## src/rtl/rsa_modexp_engine.sv

```systemverilog
// rtl/rsa_modexp_engine.sv - RSA modular exponentiation engine computing data^k mod N
// Right-to-left square-and-multiply, one exponent bit per cycle, valid/ready on both sides.
module rsa_modexp_engine #(
   parameter int unsigned W     = 16,
   parameter int unsigned N     = 3233,
   parameter int unsigned E     = 17,
   parameter int unsigned D     = 2753,
   parameter int unsigned EXP_W = 12
) (
   input  logic         clk,
   input  logic         reset_n,
   input  logic         in_valid,
   output logic         in_ready,
   input  logic [W-1:0] in_data,
   input  logic         in_mode,
   output logic         out_valid,
   input  logic         out_ready,
   output logic [W-1:0] out_data,
   output logic         out_err,
   output logic         busy
);

   localparam int unsigned CW = $clog2(EXP_W + 1);
   localparam logic [W-1:0]     N_W      = W'(N);
   localparam logic [2*W-1:0]   N_2W     = (2*W)'(N);
   localparam logic [EXP_W-1:0] E_X      = EXP_W'(E);
   localparam logic [EXP_W-1:0] D_X      = EXP_W'(D);
   localparam logic [CW-1:0]    CNT_INIT = CW'(EXP_W);
   localparam logic [CW-1:0]    CNT_LAST = CW'(1);

   typedef enum logic [1:0] {IDLE, RUN, DONE} state_t;

   state_t           state, state_nxt;
   logic [W-1:0]     base_q, result_q;
   logic [EXP_W-1:0] exp_q;
   logic [CW-1:0]    cnt_q;
   logic             err_q;
   logic             accept, in_range;
   logic [2*W-1:0]   mul_rb, mul_bb;
   logic [W-1:0]     rb_mod, bb_mod;

   assign accept   = in_valid && in_ready;
   assign in_range = (in_data < N_W);

   // Full 2W-bit products so reduction never sees a truncated value.
   assign mul_rb = {{W{1'b0}}, result_q} * {{W{1'b0}}, base_q};
   assign mul_bb = {{W{1'b0}}, base_q} * {{W{1'b0}}, base_q};
   assign rb_mod = W'(mul_rb % N_2W);
   assign bb_mod = W'(mul_bb % N_2W);

   always_ff @(posedge clk or negedge reset_n) begin
      if (!reset_n) begin
         state <= IDLE;
      end else begin
         state <= state_nxt;
      end
   end

   always_comb begin
      state_nxt = state;
      case (state)
         IDLE: if (accept) state_nxt = in_range ? RUN : DONE;
         RUN:  if (cnt_q == CNT_LAST) state_nxt = DONE;
         DONE: if (out_ready) state_nxt = IDLE;
         default: state_nxt = IDLE;
      endcase
   end

   always_comb begin
      in_ready  = (state == IDLE) && reset_n;
      out_valid = (state == DONE);
      busy      = (state != IDLE);
      out_data  = result_q;
      out_err   = err_q;
   end

   always_ff @(posedge clk or negedge reset_n) begin
      if (!reset_n) begin
         base_q   <= '0;
         result_q <= '0;
         exp_q    <= '0;
         cnt_q    <= '0;
         err_q    <= 1'b0;
      end else if (state == IDLE && accept) begin
         if (!in_range) begin
            result_q <= '0;
            err_q    <= 1'b1;
         end else begin
            base_q   <= in_data;
            result_q <= W'(1);
            exp_q    <= in_mode ? E_X : D_X;
            cnt_q    <= CNT_INIT;
            err_q    <= 1'b0;
         end
      end else if (state == RUN) begin
         if (exp_q[0]) result_q <= rb_mod;
         base_q <= bb_mod;
         exp_q  <= exp_q >> 1;
         cnt_q  <= cnt_q - CNT_LAST;
      end
   end

endmodule

```

## config.mk

```make
export PLATFORM = sky130hd
export DESIGN_NAME = rsa_modexp_engine
export DESIGN_NICKNAME = d
export VERILOG_FILES = /design/src/rtl/rsa_modexp_engine.sv
export SDC_FILE = /design/constraint.sdc
export NUM_CORES = 2
export LEC_CHECK = 0
export ABC_AREA = 0
export BUFFER_PORTS_ARGS = -buffer_cell sky130_fd_sc_hd__buf_2
export CORE_MARGIN = 5
export CORE_UTILIZATION = 45
export DETAILED_ROUTE_END_ITERATION = 10
export GPL_ROUTABILITY_DRIVEN = 0
export PLACE_DENSITY_LB_ADDON = 0.1
export SLEW_MARGIN = 20
export SYNTH_ARGS = -nofsm -noshare
export SYNTH_HDL_FRONTEND = slang
export SYNTH_SLANG_ARGS = --single-unit
```

## constraint.sdc

```tcl
create_clock -name clk -period 24.8 [get_ports clk]
set_clock_uncertainty 0.2 [all_clocks]
set_input_delay 2.48 -clock clk [delete_from_list [all_inputs] [get_ports clk]]
set_output_delay 2.48 -clock clk [all_outputs]
set_load 0.1 [all_outputs]
```

=== Word level (Yosys, flattened, before mapping) ===
Index checks and enable logic that the tools add are counted.

* Word-level logic and storage cells: 49
* Output and inout bits: 20
* Register bits after elaboration: 51

* Order comparisons: 1
* Eq/ne operators: 7
* Mux-type cells: 20
* $add $sub $neg: 1
* Reduce and logical (&&, ||, !) cells: 10
* Multipliers: 2
* Divide/modulo/power cells: 2

{| class="wikitable"
|+ Operators by type and width
! operator !! count
|-
| 16-bit two-way mux || 6
|-
| 32-bit by 12-bit modulo with 32-bit output, second input constant || 2
|-
| 16-bit by 16-bit multiplier with 32-bit output || 2
|-
| 12-bit two-way mux || 4
|-
| 16-bit by 12-bit < comparator with 1-bit output, second input constant || 1
|-
| 4-bit two-way mux || 3
|-
| 2-bit two-way mux || 4
|-
| 2-bit inequality test, second input constant || 3
|-
| 2-bit one-hot mux with 3 select lines || 1
|-
| 2-bit nonzero test || 3
|-
| 4-bit by 1-bit equality test with 1-bit output, second input constant || 1
|-
| 2-bit AND reduction || 2
|-
| 4-bit by 1-bit subtractor with 4-bit output, second input constant || 1
|-
| 1-bit logical AND || 3
|-
| 3-bit AND reduction || 1
|-
| 2-bit by 1-bit equality test with 1-bit output, second input constant || 1
|-
| 2-bit equality test, second input constant || 1
|-
| 2-bit zero test || 1
|-
| 1-bit two-way mux || 2
|-
| 2-bit by 1-bit inequality test with 1-bit output, second input constant || 1
|}

=== Longest topological paths before layout ===
* Word-level depth: 6
* Gate-level depth with buffers: 122
* Gate-level depth less buffers: 104

=== Worst setup path before layout ===
OpenSTA, ideal clock, no wires.

* Path kind: register to register
* Start: register result_q[7], in the netlist out_data[7]
* End: register result_q[1], in the netlist out_data[1]
* Path slack: -2.383 ns
* Arrival: 26.906 ns
* Clock period less this slack: 27.183 ns
* Setup time: 0.077 ns
* Stages on the path, launching flop included: 109
* Data required time: 24.523 ns
* Cell sequence: dfrtp_1 -> clkbuf_1 -> nand2_1 -> fa_1 -> inv_1 -> fa_1 -> fa_1 -> fa_1 -> fa_1 -> inv_1 -> fa_1 -> inv_1 -> ha_1 -> a211o_1 -> a21oi_1 -> o21ai_1 -> or3_1 -> o211a_1 -> [73 not listed] -> o211ai_1 -> a21boi_0 -> nor2_1 -> ha_1 -> nor2_1 -> a31oi_1 -> o21bai_1 -> nand2_1 -> xnor2_1 -> ha_1 -> inv_1 -> nor2_1 -> a41oi_1 -> o21bai_1 -> a41o_1 -> buf_6 -> mux2_1 -> o21ai_1

* Longest elaborated chain between the ends: 5

{| class="wikitable"
|+ Ends and longest elaborated chain
! item !! RTL line !! text
|-
| start, declared || 34 || <nowiki>logic [W-1:0] base_q, result_q;</nowiki>
|-
| start signal, assigned || 96 || <nowiki>if (exp_q[0]) result_q <= rb_mod;</nowiki>
|-
| 16-bit by 16-bit multiplier with 32-bit output || 46 || <nowiki>assign mul_rb = {{W{1'b0}}, result_q} * {{W{1'b0}}, base_q};</nowiki>
|-
| 32-bit by 12-bit modulo with 32-bit output || 48 || <nowiki>assign rb_mod = W'(mul_rb % N_2W);</nowiki>
|-
| 16-bit two-way mux || 96 ||
|-
| 16-bit two-way mux || 95 || <nowiki>end else if (state == RUN) begin</nowiki>
|-
| 16-bit two-way mux || 84 || <nowiki>end else if (state == IDLE && accept) begin</nowiki>
|}

No other way between the ends. The select of a mux whose other input is x is not followed.
A chain may end at the register's enable or synchronous reset.

=== Worst setup path after layout ===
* Start: register base_q[3]
* End: register base_q[11]

* Longest elaborated chain between the ends: 4

{| class="wikitable"
|+ Ends and longest elaborated chain
! item !! RTL line !! text
|-
| start, declared || 34 ||
|-
| start signal, assigned || 89 || <nowiki>base_q <= in_data;</nowiki>
|-
| start signal, assigned || 97 || <nowiki>base_q <= bb_mod;</nowiki>
|-
| 16-bit by 16-bit multiplier with 32-bit output || 47 || <nowiki>assign mul_bb = {{W{1'b0}}, base_q} * {{W{1'b0}}, base_q};</nowiki>
|-
| 32-bit by 12-bit modulo with 32-bit output || 49 || <nowiki>assign bb_mod = W'(mul_bb % N_2W);</nowiki>
|-
| 16-bit two-way mux || 95 ||
|-
| 16-bit two-way mux || 84 ||
|}

No other way between the ends. The select of a mux whose other input is x is not followed.

==> run_results.csv <==
group,metric,value,unit
outcome,status,"complete, but fails checks",
outcome,violations,"setup timing",
sta,period_share,109,%
sta,worst_pin_slew,1.17,ns
setup_path,worstSetupPathType,"reg2reg",
synth,yosys.area.top_type,"fa_1",
die,die_y,317,um
setup_path,crit_buf_inv,20,
clock_network,clk_pin_slew,0.08,ns
detailed_routing,dr_total_vias,49961,
sta,setup_violations,32,
global_route,grt_usage,28.4,%
setup_path,critPathSlowestCell,"or4b_4",
synth,synthArstFlopShare,100,%
detailed_routing,viasPerCell,5.60,
worst_hold_path,hold_start,"exp_q[4]",
global_route,first_global_vias,49295,
synth,synthCells,5487,
layout,ff_latch_area,0.00135,mm2
setup_path,r2r_cells,109,
synth,syn_area_per_cell,7.75,um2
sta,fmax,37.1,MHz
synth,synthFlopType,"dfrtp_1",
die,io_pins,41,
setup_path,rrSetupSlack,-2.13,ns
clock_network,cts_tree,"built",
die,die_area,0.101,mm2
synth,synth_edf_count,0,
layout,final_common_cell,"buf_4",
synth,synth-seq-cells,51,
detailed_routing,wirelength,153000,um
synth,synth.distinct_cells,191,
setup_path,startpoint,"base_q[3]",
setup_path,r2r_start,"base_q[3]",
sta,min_period,26.93,ns
detailed_routing,wl_per_cell,17.1,um
die,rows,112,
setup_path,worstPathRequired,24.74,ns
synth,yosys.area.top_type_share,17.0,%
setup_path,start_kind,"flip-flop",
worst_hold_path,min_path_type,"reg2reg",
clock_network,clock-sinks,51,
global_route,antenna_found_initial,7,
synth,netlist_area,0.0425,mm2
synth,yosys_warnings,0,
setup_path,crit_family,"compound AO/OA/AOI/OAI gates",
placement,hpwl,121000,um
run,max_cap_viol_count,0,
layout,nets,8258,
synth,synthTopCellsByArea,"fa_1 17%, ha_1 6.4%, xnor2_1 5.3%",
clock_network,clk_root_buffer_cell,"clkbuf_16",
sta,setup_ws,-2.13,ns
global_route,grt_start_max_net_pins,53,
setup_path,critPathMaxFanout,8,
detailed_routing,drc_errors,0,
global_route,gr-total-overflow,0,
sta,max_slew_margin,21.3,%
detailed_routing,ant_nets,0,
clock_network,htree_levels,2,
layout,multi_input_area,0.0432,mm2
global_route,grt_pass1_wl,244000,um
setup_path,cp.depth,109,
setup_path,critPathMaxStageDelay,0.59,ns
layout,fillers,7394,
worst_hold_path,hold_depth,2,
sta,hold_viol_final,0,
clock_network,insertion_delay,0.31,ns
clock_network,cts_hold_buf,0,
setup_path,crit_path_end_kind,"flip-flop",
sta,rsz0062_at_grt,"yes",
synth,syn_nets,6084,
layout,final_util,71.3,%
layout,area_growth,57.0,%
setup_path,critical_path_arrival,26.87,ns
setup_path,cp_common_cell,"buf_4",
clock_network,clockBufferDepth,2,
die,die_w,317,um
detailed_routing,drtPass1Iterations,6,
sta,slew_violations,0,
die,coreArea,0.0936,mm2
clock_network,numCtsBuffers,5,
die,start_util,45.4,%
placement,port_buffers,40,
detailed_routing,initialDrtViolationCount,3455,
layout,drive_gt1_share,47.4,%
synth,ys_seq_area_share,3.00,%
layout,final_cell_mix,"2233 x buf_4, 547 x nand2_1, 502 x inv_1",
## layer usage
metal	GRT usage, %	share of wire (%)	vias up
met4	5.07	1.9	0
met3	3.60	5.8	239
li1	-	-	24055
met2	48.2	48	1384
met1	39.4	45	24283
met5	0	0	-
## sequential cells by signal, summed over array words and instances, names as in the netlist
| register | flops |
|---|---|
| exp_q | 12 |
| base_q | 16 |
| out_data | 16 |
| state | 2 |
| cnt_q | 4 |
| out_err | 1 |
## worst paths after layout
| check | endpoint |
|---|---|
| worst max-delay path | base_q[11] |
| worst min-delay path | exp_q[3] |
| worst max register to register | base_q[11] |
| worst min register to register | exp_q[3] |
| max in group asynchronous | out_data[10] |
| min in group asynchronous | exp_q[3] |
## synth_stat cells, types with 18 or more instances
library cell and n:
nand2_1 583, and3_1 35, and2_1 234, o21ai_1 74, buf_2 37, xor2_1 110
buf_6 25, mux2i_1 59, o211ai_1 78, a21oi_1 284, inv_1 523, a21o_2 25
nor3_1 168, clkbuf_1 104, a22oi_1 23, ha_1 216, a21oi_2 29, dfrtp_1 51
fa_1 360, mux2_2 18, nand3_1 150, clkbuf_8 33, o31ai_1 44, nor4_1 40
o22ai_1 32, or2_2 35, a21o_1 44, o21a_1 57, or4_1 20, nand2b_1 31
a211oi_1 46, a31oi_1 68, or3_1 34, nor2_1 378, o21ai_0 180, and2_2 25
o2111ai_1 27, xnor2_1 256, o21bai_1 24, a32oi_1 24, nand4_1 61, o21ai_2 22
nor2b_1 27, o211a_1 29
## timing repair
item                                    in CTS  in global routing
resized for setup                          399                442
endpoints found under the setup margin      32                 32
buffers inserted                           159                156
pin swaps                                  218                234
gates cloned                                 4                  2
hold endpoints to repair                     0                  0
## cell type report
class	instances	share of cell area (%)
sequential	51	2.02
timing repair buffer	2381	27.6
antenna	5	0.0187
inverter	526	2.96
clock buffer	6	0.208
multi-input combinational	4696	64.8
tap	1254	2.35
clock inverter	2	0.0581
## per-stage QoR
| step | hold WS (ns) | area [um2] | instances | setup TNS (ns) | worst slack, ns |
|---|---|---|---|---|---|
| final | 0.265 | 66700 | 8921 | -56.49 | -2.13 |
| after global placement | 0.251 | 59800 | 8599 | -67.82 | -2.82 |
| after CTS | 0.274 | 63400 | 8770 | -44.92 | -1.84 |
| after detailed placement | 0.258 | 59800 | 8599 | -79.48 | -3.06 |
| after floorplan | 0.237 | 44400 | 5487 | -23.77 | -0.899 |
| after global routing | 0.290 | 66700 | 8921 | -86.47 | -3.01 |
## kinds of logic (layout without fill, tap and decap cells)
family                     count (synthesis)  after routing  synth area share [%]
AOI/OAI and AO/OA                       1580           1581                  29.3
xor gates and xnor gates                 389            389                  8.47
adders and majority gates                592            592                  23.7
buffers and inverters                    741           2915                  8.04
DFF                                       51             51                  3.00
muxes                                     98             98                  2.60
other                                      0              5                     0
and+or+nand+nor                         2036           2036                  24.9
## worst reg2reg max path, delay by kind of cell, from the launching register on
family,cells,cell delay [ns]
AOI/OAI and AO/OA,46,10.77
and+or+nand+nor,23,6.23
adders and majority gates,7,3.29
buffers and inverters,20,2.84
muxes,8,2.20
xor gates and xnor gates,5,0.78
DFF,1,0.48
Power is not shown: default switching activity piles up to over one toggle a cycle in this logic, so the estimate is an artifact.
